## src/rtl/sz_pkg.sv

```systemverilog
// Shared types and widths for the SZ inner decoder: predictor codes, stream widths
// and the reserved-quant-code test used by the optional decode checker.
package sz_pkg;

  localparam int DATA_W     = 32;
  localparam int QUANT_W    = 16;
  localparam int QUANT_BITS = 14;

  typedef enum logic [1:0] {
    SZ_CODE_UNPRED = 2'd0,
    SZ_CODE_ORDER0 = 2'd1,
    SZ_CODE_LINEAR = 2'd2,
    SZ_CODE_QUAD   = 2'd3
  } sz_code_e;

  // A quant word is malformed when its spare top bits are set or it carries the reserved code 0.
  function automatic logic quant_reserved(input logic [QUANT_W-1:0] q);
    return (q[QUANT_W-1:QUANT_BITS] != '0) || (q[QUANT_BITS-1:0] == '0);
  endfunction

endpackage

```

## src/rtl/sz_dec_predictor.sv

```systemverilog
// Combinational predict + reconstruct: picks the predictor from the code, then adds the
// dequantised correction (q - RADIUS) * 2*EB with int32 wrap-around.
module sz_dec_predictor
  import sz_pkg::*;
#(
  parameter int EB     = 4,
  parameter int RADIUS = 8192
) (
  input  sz_code_e                code_i,
  input  logic [QUANT_BITS-1:0]   q_i,
  input  logic [DATA_W-1:0]       unpred_i,
  input  logic [DATA_W-1:0]       x1_i,
  input  logic [DATA_W-1:0]       x2_i,
  input  logic [DATA_W-1:0]       x3_i,
  output logic [DATA_W-1:0]       x_o
);

  localparam int WIDE = DATA_W + 2;
  localparam logic signed [WIDE-1:0] RADIUS_W = WIDE'(RADIUS);
  localparam logic signed [WIDE-1:0] STEP_W   = WIDE'(2 * EB);

  logic [DATA_W-1:0]      pred;
  logic signed [WIDE-1:0] q_off;
  logic signed [WIDE-1:0] corr;
  logic signed [WIDE-1:0] sum;

  always_comb begin
    // NOTE: every signal written here gets a default first, so no path can infer a latch.
    pred = '0;
    unique case (code_i)
      SZ_CODE_UNPRED: pred = '0;
      SZ_CODE_ORDER0: pred = x1_i;
      SZ_CODE_LINEAR: pred = (x1_i << 1) - x2_i;
      SZ_CODE_QUAD:   pred = x1_i + (x1_i << 1) - x2_i - (x2_i << 1) + x3_i;
    endcase
  end

  assign q_off = $signed({{(WIDE - QUANT_BITS){1'b0}}, q_i}) - RADIUS_W;
  assign corr  = q_off * STEP_W;
  assign sum   = $signed({{2{pred[DATA_W-1]}}, pred}) + corr;

  assign x_o = (code_i == SZ_CODE_UNPRED) ? unpred_i : sum[DATA_W-1:0];

endmodule

```

## src/rtl/sz_inner_dec.sv

```systemverilog
// SZ inner decoder top: three-stream handshake, 3-deep predictor history with per-block clear,
// one-entry output register. Optional sticky decode-error checker under SZ_INNER_DEC_CHECK_EN.
module sz_inner_dec
  import sz_pkg::*;
#(
  parameter int EB        = 4,
  parameter int RADIUS    = 8192,
  parameter int BLOCK_LEN = 1024
) (
  input  logic               clk,
  input  logic               rst,
  input  logic [1:0]         code_in,
  input  logic               code_valid,
  output logic               code_ready,
  input  logic [QUANT_W-1:0] quant_in,
  input  logic               quant_valid,
  output logic               quant_ready,
  input  logic [DATA_W-1:0]  unpred_in,
  input  logic               unpred_valid,
  output logic               unpred_ready,
  output logic [DATA_W-1:0]  data_out,
  output logic               data_out_valid,
  input  logic               data_out_ready,
  output logic               err
);

  localparam int CNT_W = (BLOCK_LEN > 1) ? $clog2(BLOCK_LEN) : 1;
  localparam logic [CNT_W-1:0] BLK_LAST = CNT_W'(BLOCK_LEN - 1);

  sz_code_e          code;
  logic              is_unpred;
  logic              sel_valid;
  logic              fire;
  logic              blk_end;
  logic [DATA_W-1:0] x;

  logic [DATA_W-1:0] x1_q, x1_d;
  logic [DATA_W-1:0] x2_q, x2_d;
  logic [DATA_W-1:0] x3_q, x3_d;
  logic [DATA_W-1:0] data_q, data_d;
  logic              valid_q, valid_d;
  logic [CNT_W-1:0]  blk_cnt_q, blk_cnt_d;

  assign code      = sz_code_e'(code_in);
  assign is_unpred = (code == SZ_CODE_UNPRED);
  assign sel_valid = is_unpred ? unpred_valid : quant_valid;
  assign fire      = !rst && code_valid && sel_valid && (!valid_q || data_out_ready);
  assign blk_end   = (blk_cnt_q == BLK_LAST);

  // Only the stream the code selects is consumed; the other keeps its word for a later code.
  assign code_ready   = fire;
  assign quant_ready  = fire && !is_unpred;
  assign unpred_ready = fire && is_unpred;

  sz_dec_predictor #(
    .EB     (EB),
    .RADIUS (RADIUS)
  ) u_predictor (
    .code_i   (code),
    .q_i      (quant_in[QUANT_BITS-1:0]),
    .unpred_i (unpred_in),
    .x1_i     (x1_q),
    .x2_i     (x2_q),
    .x3_i     (x3_q),
    .x_o      (x)
  );

  always_comb begin
    x1_d      = x1_q;
    x2_d      = x2_q;
    x3_d      = x3_q;
    data_d    = data_q;
    valid_d   = valid_q;
    blk_cnt_d = blk_cnt_q;

    if (data_out_ready) valid_d = 1'b0;

    if (fire) begin
      data_d  = x;
      valid_d = 1'b1;
      // The last sample of a block empties the history so the next block predicts from zero.
      if (blk_end) begin
        x1_d      = '0;
        x2_d      = '0;
        x3_d      = '0;
        blk_cnt_d = '0;
      end else begin
        x3_d      = x2_q;
        x2_d      = x1_q;
        x1_d      = x;
        blk_cnt_d = blk_cnt_q + CNT_W'(1);
      end
    end
  end

  always_ff @(posedge clk) begin
    // NOTE: history and data_out have architecturally visible reset values, so the datapath
    // registers are reset along with the control bits rather than left uninitialised.
    if (rst) begin
      x1_q      <= '0;
      x2_q      <= '0;
      x3_q      <= '0;
      data_q    <= '0;
      valid_q   <= 1'b0;
      blk_cnt_q <= '0;
    end else begin
      // NOTE: non-blocking assignments so every register samples the pre-edge values.
      x1_q      <= x1_d;
      x2_q      <= x2_d;
      x3_q      <= x3_d;
      data_q    <= data_d;
      valid_q   <= valid_d;
      blk_cnt_q <= blk_cnt_d;
    end
  end

  assign data_out       = data_q;
  assign data_out_valid = valid_q;

`ifdef SZ_INNER_DEC_CHECK_EN
  logic err_q, err_d;

  assign err_d = err_q || (fire && !is_unpred && quant_reserved(quant_in));

  always_ff @(posedge clk) begin
    if (rst) err_q <= 1'b0;
    else     err_q <= err_d;
  end

  assign err = err_q;
`else
  logic unused_quant_hi;
  assign unused_quant_hi = ^quant_in[QUANT_W-1:QUANT_BITS];
  assign err = 1'b0;
`endif

endmodule

```

## config.mk

```make
export PLATFORM = sky130hd
export DESIGN_NAME = sz_inner_dec
export DESIGN_NICKNAME = d
export VERILOG_FILES = /design/src/rtl/sz_pkg.sv /design/src/rtl/sz_dec_predictor.sv /design/src/rtl/sz_inner_dec.sv
export SDC_FILE = /design/constraint.sdc
export NUM_CORES = 1
export LEC_CHECK = 0
export CORE_MARGIN = 2
export CORE_UTILIZATION = 65
export DETAILED_ROUTE_END_ITERATION = 16
export PLACE_DENSITY_LB_ADDON = 0.08
export SLEW_MARGIN = 20
export SYNTH_ARGS = -nofsm -noshare
export SYNTH_HDL_FRONTEND = slang
export SYNTH_SLANG_ARGS = --single-unit
```

## constraint.sdc

```tcl
create_clock -name clk -period 15.9 [get_ports clk]
set_input_delay 1.59 -clock clk [delete_from_list [all_inputs] [get_ports clk]]
set_output_delay 1.59 -clock clk [all_outputs]
set_load 0.1 [all_outputs]
```

==> results of run 1 <==
-- Yosys cell counts, types with 5 or more instances --
master     count
nor2_1       135
or3_1          6
mux2i_1       22
inv_1        255
o21ai_0       43
nand2_1      140
nand3b_1       5
a22oi_1       12
clkbuf_1      55
xor2_1        32
ha_1          92
nand4_1       11
o22ai_1       13
and3_1         6
fa_1          92
a21o_1        37
nor3_1        27
buf_1         11
a211oi_1      25
o21a_1        12
a21oi_1      186
a31oi_1       11
o21bai_1      17
nor2b_1        8
dfxtp_1      139
o21ai_1       24
nand2b_1      17
a2bb2oi_1      6
xnor2_1       51
o221ai_1       6
nand3_1       78
-- state kept, by name (all words and copies together) (netlist names) --
signal          flops
data_out           32
x1_q               32
x2_q               32
x3_q               32
blk_cnt_q          10
data_out_valid      1
-- area by class of cell --
| class | count | area, um2 | area share, % |
|---|---|---|---|
| multi-input combinational | 1184 | 8860 | 61.3 |
| sequential | 139 | 2780 | 19.2 |
| inverter | 257 | 967 | 6.69 |
| timing repair buffer | 98 | 951 | 6.58 |
| clock buffer | 18 | 439 | 3.04 |
| tap | 265 | 332 | 2.29 |
| clock inverter | 14 | 126 | 0.874 |
-- power groups by stage --
stage | Combinational [mW] | Sequential (mW) | Clock (mW)
global placement | 1.58 | 0.405 | 0
finish | 1.66 | 0.398 | 0.396
global route | 1.82 | 0.402 | 0.411
floorplan | 1.22 | 0.444 | 0
CTS | 1.62 | 0.398 | 0.399
detailed placement | 1.60 | 0.406 | 0
-- layer usage --
metal  GRT usage, %  wire length [um]  vias up
li1               -                 -     5630
met1           46.6             15400     5610
met2           54.1             15900      479
met3           6.91              2640       74
met4           11.3               852        0
met5              0                 0        -
-- placed cells by master (no fill, tap or decap), types with 8 or more instances in the layout --
cell type        instances
inv_1                  255
a21oi_1                186
nand2_1                140
dfxtp_1                139
nor2_1                 134
fa_1                    92
ha_1                    92
clkdlybuf4s50_1         87
nand3_1                 78
xnor2_1                 51
o21ai_0                 43
a21o_1                  37
xor2_1                  32
nor3_1                  27
a211oi_1                25
o21ai_1                 24
mux2i_1                 22
o21bai_1                17
clkbuf_16               17
nand2b_1                16
o22ai_1                 13
o21a_1                  12
a22oi_1                 12
nand4_1                 11
a31oi_1                 11
buf_4                   10
nor2b_1                  8
-- kinds of logic (layout without fill, tap and decap cells) --
group           count (synthesis)  count (layout)  synth area share, %
simple gates                  451             451                 15.8
compound gates                436             436                 21.4
buf+inv                       327             387                 9.60
fa+ha+maj                     184             184                 23.3
flops                         139             139                 21.6
xor+xnor                       84              84                 5.83
mux                            28              28                 2.50
other cells                     1               1               0.0292
-- final timing paths --
kind	start	endpoint	slack [ps]
worst max-delay path	x1_q[1]	x1_q[24]	8450
worst min register to register	x3_q[24]	x3_q[24]	450
worst min-delay path	x3_q[24]	x3_q[24]	450
worst max register to register	x1_q[1]	x1_q[24]	8450
-- through the flow --
stage          setup slack, ps  instances  util, %
2_1_floorplan             9600       1650        -
3_3_place_gp              8830       1943     71.4
3_5_place_dp              8710       1943     71.4
4_1_cts                   8590       1975     74.3
5_1_grt                   8140       1975     74.3
6_report                  8450       1975     74.3
-- worst register-to-register path: cells and delay by family (launching register included) --
kind	cells	cell delay, ps
AO/OA/AOI/OAI	15	3400
XOR/XNOR	2	300
adder cells (fa/ha/maj)	5	2390
buffers and inverters	4	270
flip-flops	1	460
AND/OR/NAND/NOR	4	580
==> impl_summary.log, run 1 <==
INFO  metric hpwl = 24800 um
INFO  metric skew = 14.6 ps
INFO  metric io_buffer_count = between 80 and 90
INFO  metric yosys.area.top_type_share = 21.6%
INFO  metric status = complete, no violations
INFO  metric boundaryPins = between 90 and 100
INFO  metric share_comb_of_total_power = approximately two thirds
INFO  metric firstDrtPassIters = 6
INFO  metric synth_area_leader_cell = dfxtp_1
INFO  metric post_cts_hold_buffer_count = 0
INFO  metric synthesis.area_per_instance = slightly below 8 um2
INFO  metric ys_async_sr_fraction = 0%
INFO  metric worstMarginPinSlew = 1020 ps
INFO  metric static-leakage-power = 6.18 nW
INFO  metric max_cap_viols = 0
INFO  metric final_hold_violations = 0
INFO  metric final_design_area_no_fill = ~14000 um2
INFO  metric end_kind = flop
INFO  metric clk_slew_on_worst_s_h_paths = ~80 ps
INFO  metric setup_viol = 0
INFO  metric startpoint_type = flop
INFO  metric pwr_density_cell = roughly 170 nW/um2
INFO  metric syn-instance-count = roughly 1700
INFO  metric synth_top_flop_cell = dfxtp_1
INFO  metric core_area = 19500 um2
INFO  metric cts.htree.levels = 4
INFO  metric report.power.total = between 2 and 2.5 mW
INFO  metric drc = 0
INFO  metric clockPowerShare = between 15 and 20%
INFO  metric slowest_stage_cell_cp = fa_1
INFO  metric finalNetCount = 1937
INFO  metric rsz_0062_raised_after_global_routing = no
INFO  metric gp_congestion = 0.947
INFO  metric clock_insertion_delay_at_the_later_pin_of_the_skew_report = about 440 ps
INFO  metric worst_ep_required_time = approximately 16000 ps
INFO  metric yosys_register_bits = roughly 140
INFO  metric sw_frac_of_total = between 40 and 50%
INFO  metric numCtsBuffers = 17
INFO  metric min-delay-path-class = reg -> reg
INFO  metric fp.dieH = between 100 and 150 um
INFO  metric post_synth_edffs = 0
INFO  metric share_seq_of_total_power = about 16%
INFO  metric cts_tree = built
INFO  metric grt_antenna_before_repair = 0
INFO  metric initial_core_util = 66.1%
INFO  metric num-fill-cells = approximately 1600
INFO  metric timing.critical_path.max_delay_family = compound AO/OA/AOI/OAI gates
INFO  metric ys_warn_count = 0
INFO  metric post_route_cells_drive_above_1_share = around 3.9%
INFO  metric syn-num-nets = ~1900
INFO  metric yosys-top-cells-area = dfxtp_1 22%, fa_1 14%, ha_1 8.9%, inv_1 7.4%, a21oi_1 7.2%
INFO  metric finalCritPeriodShare = between 40% and 50%
INFO  metric number_of_pins_with_negative_max_slew_slack_in_the_final_report = 0
INFO  metric wl_per_cell = around 18 um
INFO  metric internal_power = around 1.3 mW
INFO  metric sinks_on_the_clock_net = 139
INFO  metric pin_count_of_the_biggest_net_entering_global_routing = approximately 80
INFO  metric grt.overflow.total = 0
INFO  metric timing.reg2reg.worst_path_depth = 30
INFO  metric cp_max_fo = 6
INFO  metric track_usage = between 30% and 40%
INFO  metric area_growth = 12.4%
INFO  metric clockBufferDepth = 2
INFO  metric wl = approximately 35000 um
INFO  metric diodes = 0
INFO  metric drtIter0Drc = between 900 and 1000
INFO  metric finalCriticalPeriod = 7450 ps
INFO  metric timing.setup.tns = 0 ps
INFO  metric seq_area_frac_synth = a little over a fifth
INFO  metric die_area = 20900 um2
INFO  metric vdd_ir_drop_max = around 0.11 mV
INFO  metric num_vias = 11793
INFO  metric place_area = ~14000 um2
INFO  metric postRouteAntennaNets = 0
INFO  metric crit_path_max_incr_delay = approximately 520 ps
INFO  metric netlist-cell-type-count = 76
INFO  metric cp_num_cells = 30
INFO  metric psw = roughly 1.2 mW
INFO  metric post_cts.repair.setup_buffers = 0
INFO  metric max_slew_margin = 31.8%
INFO  metric cts_repair_resize_count = 0
INFO  metric via_per_inst = approximately 6.0
INFO  metric worst_hold_path_cell_count = 2
INFO  metric critical_path.n_buffers_inverters = 4
INFO  metric floorplan.die.width = between 100 and 150 um
INFO  metric worst_ep_arrival_time = between 7000 and 8000 ps
INFO  metric fmax = roughly 130 MHz
INFO  metric fp-row-count = around 50
INFO  metric vias_in_the_first_global_route = 11308
INFO  metric path_class = reg -> reg
INFO  metric post_syn_area = between 10000 and 15000 um2
INFO  metric hold_slack = between 400 and 500 ps
INFO  metric grt_pass1_wl = 56000 um
INFO  metric root_buffer = clkbuf_16
No activity file was read; power rests on OpenSTA's default activity.
==> inputs of run 2 (changes only) <==
CORE_UTILIZATION = 55   (was 65)
clock period = 5.96 ns   (was 15.9 ns; I/O delays follow)
==> impl_summary.log, run 2 (synthesis gave the netlist of run 1 again) <==
INFO  metric finalNetCount = 2140 (+10%)
INFO  metric wl = 39300 um (+13%)
INFO  metric min-delay-path-class = reg -> reg
INFO  metric fp-row-count = 55 (+7.8%)
INFO  metric vias_in_the_first_global_route = 12291 (+8.7%)
INFO  metric hold_path_end = data_out[31]
INFO  metric slowest_stage_cell_cp = fa_1
INFO  metric num_vias = 12597 (+6.8%)
INFO  metric final_hold_violations = 0 (unchanged)
INFO  metric io_buffer_count = 89 (unchanged)
INFO  metric finalCriticalPeriod = 6380 ps (-1070 ps)
INFO  metric root_buffer = clkbuf_16
INFO  metric status = finished with violations
INFO  metric setup_viol = 35 (+35)
INFO  metric num-fill-cells = 1830 (+18%)
INFO  metric r2r-end = data_out[30]
INFO  metric skew = 15.3 ps (+0.660 ps)
INFO  metric max_cap_viols = 0 (unchanged)
INFO  metric max_slew_margin = 29.9% (-1.9 points)
INFO  metric postRouteAntennaNets = 0 (unchanged)
INFO  metric grt_antenna_before_repair = 0 (unchanged)
INFO  metric boundaryPins = 93 (unchanged)
INFO  metric initial_core_util = 56.5% (-9.6 points)
INFO  metric worst_ep_required_time = 6320 ps (-9950 ps)
INFO  metric sinks_on_the_clock_net = 139 (unchanged)
INFO  metric cts.htree.levels = 4 (unchanged)
INFO  metric number_of_pins_with_negative_max_slew_slack_in_the_final_report = 0 (unchanged)
INFO  metric startpoint_type = flop
INFO  metric pwr_density_cell = 492 nW/um2 (+190%)
INFO  metric clockBufferDepth = 2 (unchanged)
INFO  metric post_cts_hold_buffer_count = 0 (unchanged)
INFO  metric via_per_inst = 5.66 (-5.2%)
INFO  metric gp_congestion = 0.945 (-0.27%)
INFO  metric track_usage = 32.7% (-1.3 points)
INFO  metric rsz_0062_raised_after_global_routing = yes
INFO  metric numCtsBuffers = 17 (unchanged)
INFO  metric vdd_ir_drop_max = 0.292 mV (+170%)
INFO  metric area_growth = 28.9%
INFO  metric clock_insertion_delay_at_the_later_pin_of_the_skew_report = 440 ps (about the same)
INFO  metric firstDrtPassIters = 5 (-1)
INFO  metric cp_max_fo = 4 (-2)
INFO  metric crit_path_max_incr_delay = 550 ps (+30 ps)
INFO  metric final_critical_path_setup_slack = -417 ps (-8870 ps)
INFO  metric grt.overflow.total = 0 (unchanged)
INFO  metric finalCritPeriodShare = 107% (+60 points)
INFO  metric failed_checks = negative setup slack
INFO  metric core_area = 22800 um2 (+17%)
INFO  metric die_area = 24600 um2 (+18%)
INFO  metric fp.dieH = 157 um (+8.5%)
INFO  metric final_cell_mix = 250 x inv_1, 209 x buf_4, 167 x a21oi_1
INFO  metric fmax = 157 MHz (+17%)
INFO  metric worst_hold_path_cell_count = 2 (unchanged)
INFO  metric static-leakage-power = 7.33 nW (+19%)
INFO  metric clk_slew_on_worst_s_h_paths = 80 ps (about the same)
INFO  metric wl_per_cell = 17.6 um (about the same)
INFO  metric report.power.total = 8.17 mW (+230%)
INFO  metric final_design_area_no_fill = 16600 um2 (+15%)
INFO  metric floorplan.die.width = 157 um (+8.5%)
INFO  metric layout_commonest_cell = inv_1
INFO  metric drc = 0 (unchanged)
INFO  metric post_route_cells_drive_above_1_share = 18.8% (+15 points)
INFO  metric place_area = 15300 um2 (+10%)
INFO  metric grt_pass1_wl = 63100 um (+13%)
INFO  metric worstMarginPinSlew = 1050 ps (+28.6 ps)
INFO  metric pin_count_of_the_biggest_net_entering_global_routing = 79 (-3.7%)
INFO  metric cts_tree = built
INFO  metric hold_path.startpoint = data_out[31]
INFO  metric timing.reg2reg.worst_path_depth = 30 (unchanged)
INFO  metric drtIter0Drc = 929 (+0.76%)
INFO  metric end_kind = flop
INFO  metric r2r-start = x1_q[1]
INFO  metric place_worst_setup_slack = -622 ps (-9340 ps)
INFO  metric path_class = reg -> reg
INFO  metric diodes = 0 (unchanged)
INFO  metric reg2reg_setup_slack = -420 ps (-8870 ps)
INFO  metric hpwl = 28300 um (+14%)
INFO  metric worst_ep_arrival_time = 6740 ps (-1080 ps)
## run 2: routing by layer
metal	vias to the layer above	wire (um)	global-route usage [%]
met4	0	986	11.1
met2	480	18000	51.5
met5	-	0	0
met3	70	2840	5.95
met1	5999	17500	45.3
li1	6048	-	-
## run 2: how the worst max path moves through the flow
stage               startpoint           end  slack (ps)
floorplan              x2_q[0]  data_out[30]           8
global placement       x2_q[2]  data_out[30]        -470
detailed placement     x2_q[2]  data_out[30]        -620
CTS                    x1_q[1]      x1_q[30]        -250
global route           x1_q[1]  data_out[30]        -730
finish                 x1_q[1]  data_out[30]        -420
## run 2: critical path: cells and delay by family, from the launching register on
kind,cells,cell delay [ps]
and+or+nand+nor,4,470
xor gates and xnor gates,1,190
AOI/OAI and AO/OA,16,2870
adders and majority gates,5,2230
DFF,1,330
buffers and inverters,4,180
## run 2: per-stage QoR
step / instances / TNS, ps / util [%] / hold WS (ps)
global placement: 2166 / -10150 / 67.2 / 435
CTS: 2211 / -2810 / 71.6 / 449
global route: 2226 / -20370 / 72.8 / 467
finish: 2226 / -8640 / 72.8 / 447
detailed placement: 2166 / -14320 / 67.2 / 440
floorplan: 1650 / 0 / - / 432
## run 2: where the power goes
part | switching (mW) | internal, mW
clock network | 0.497 | 0.636
logic | 3.18 | 2.82
registers | 0.0541 | 0.980
## run 2: layout make-up
type / count / area (um2) / share of cell area (%)
multi-input cells: 1184 / 9310 / 56.2
flip-flops and latches: 139 / 2800 / 16.9
repair buffers: 301 / 2510 / 15.1
inverters: 257 / 967 / 5.83
clock buffers: 18 / 429 / 2.59
well taps: 313 / 392 / 2.36
clock inverters: 14 / 175 / 1.06
## run 2: repair_timing
item,in CTS,in global routing
gates cloned,0,0
pin swaps,69,37
setup endpoints to repair,41,41
buffers inserted,13,15
gates resized for setup,64,40
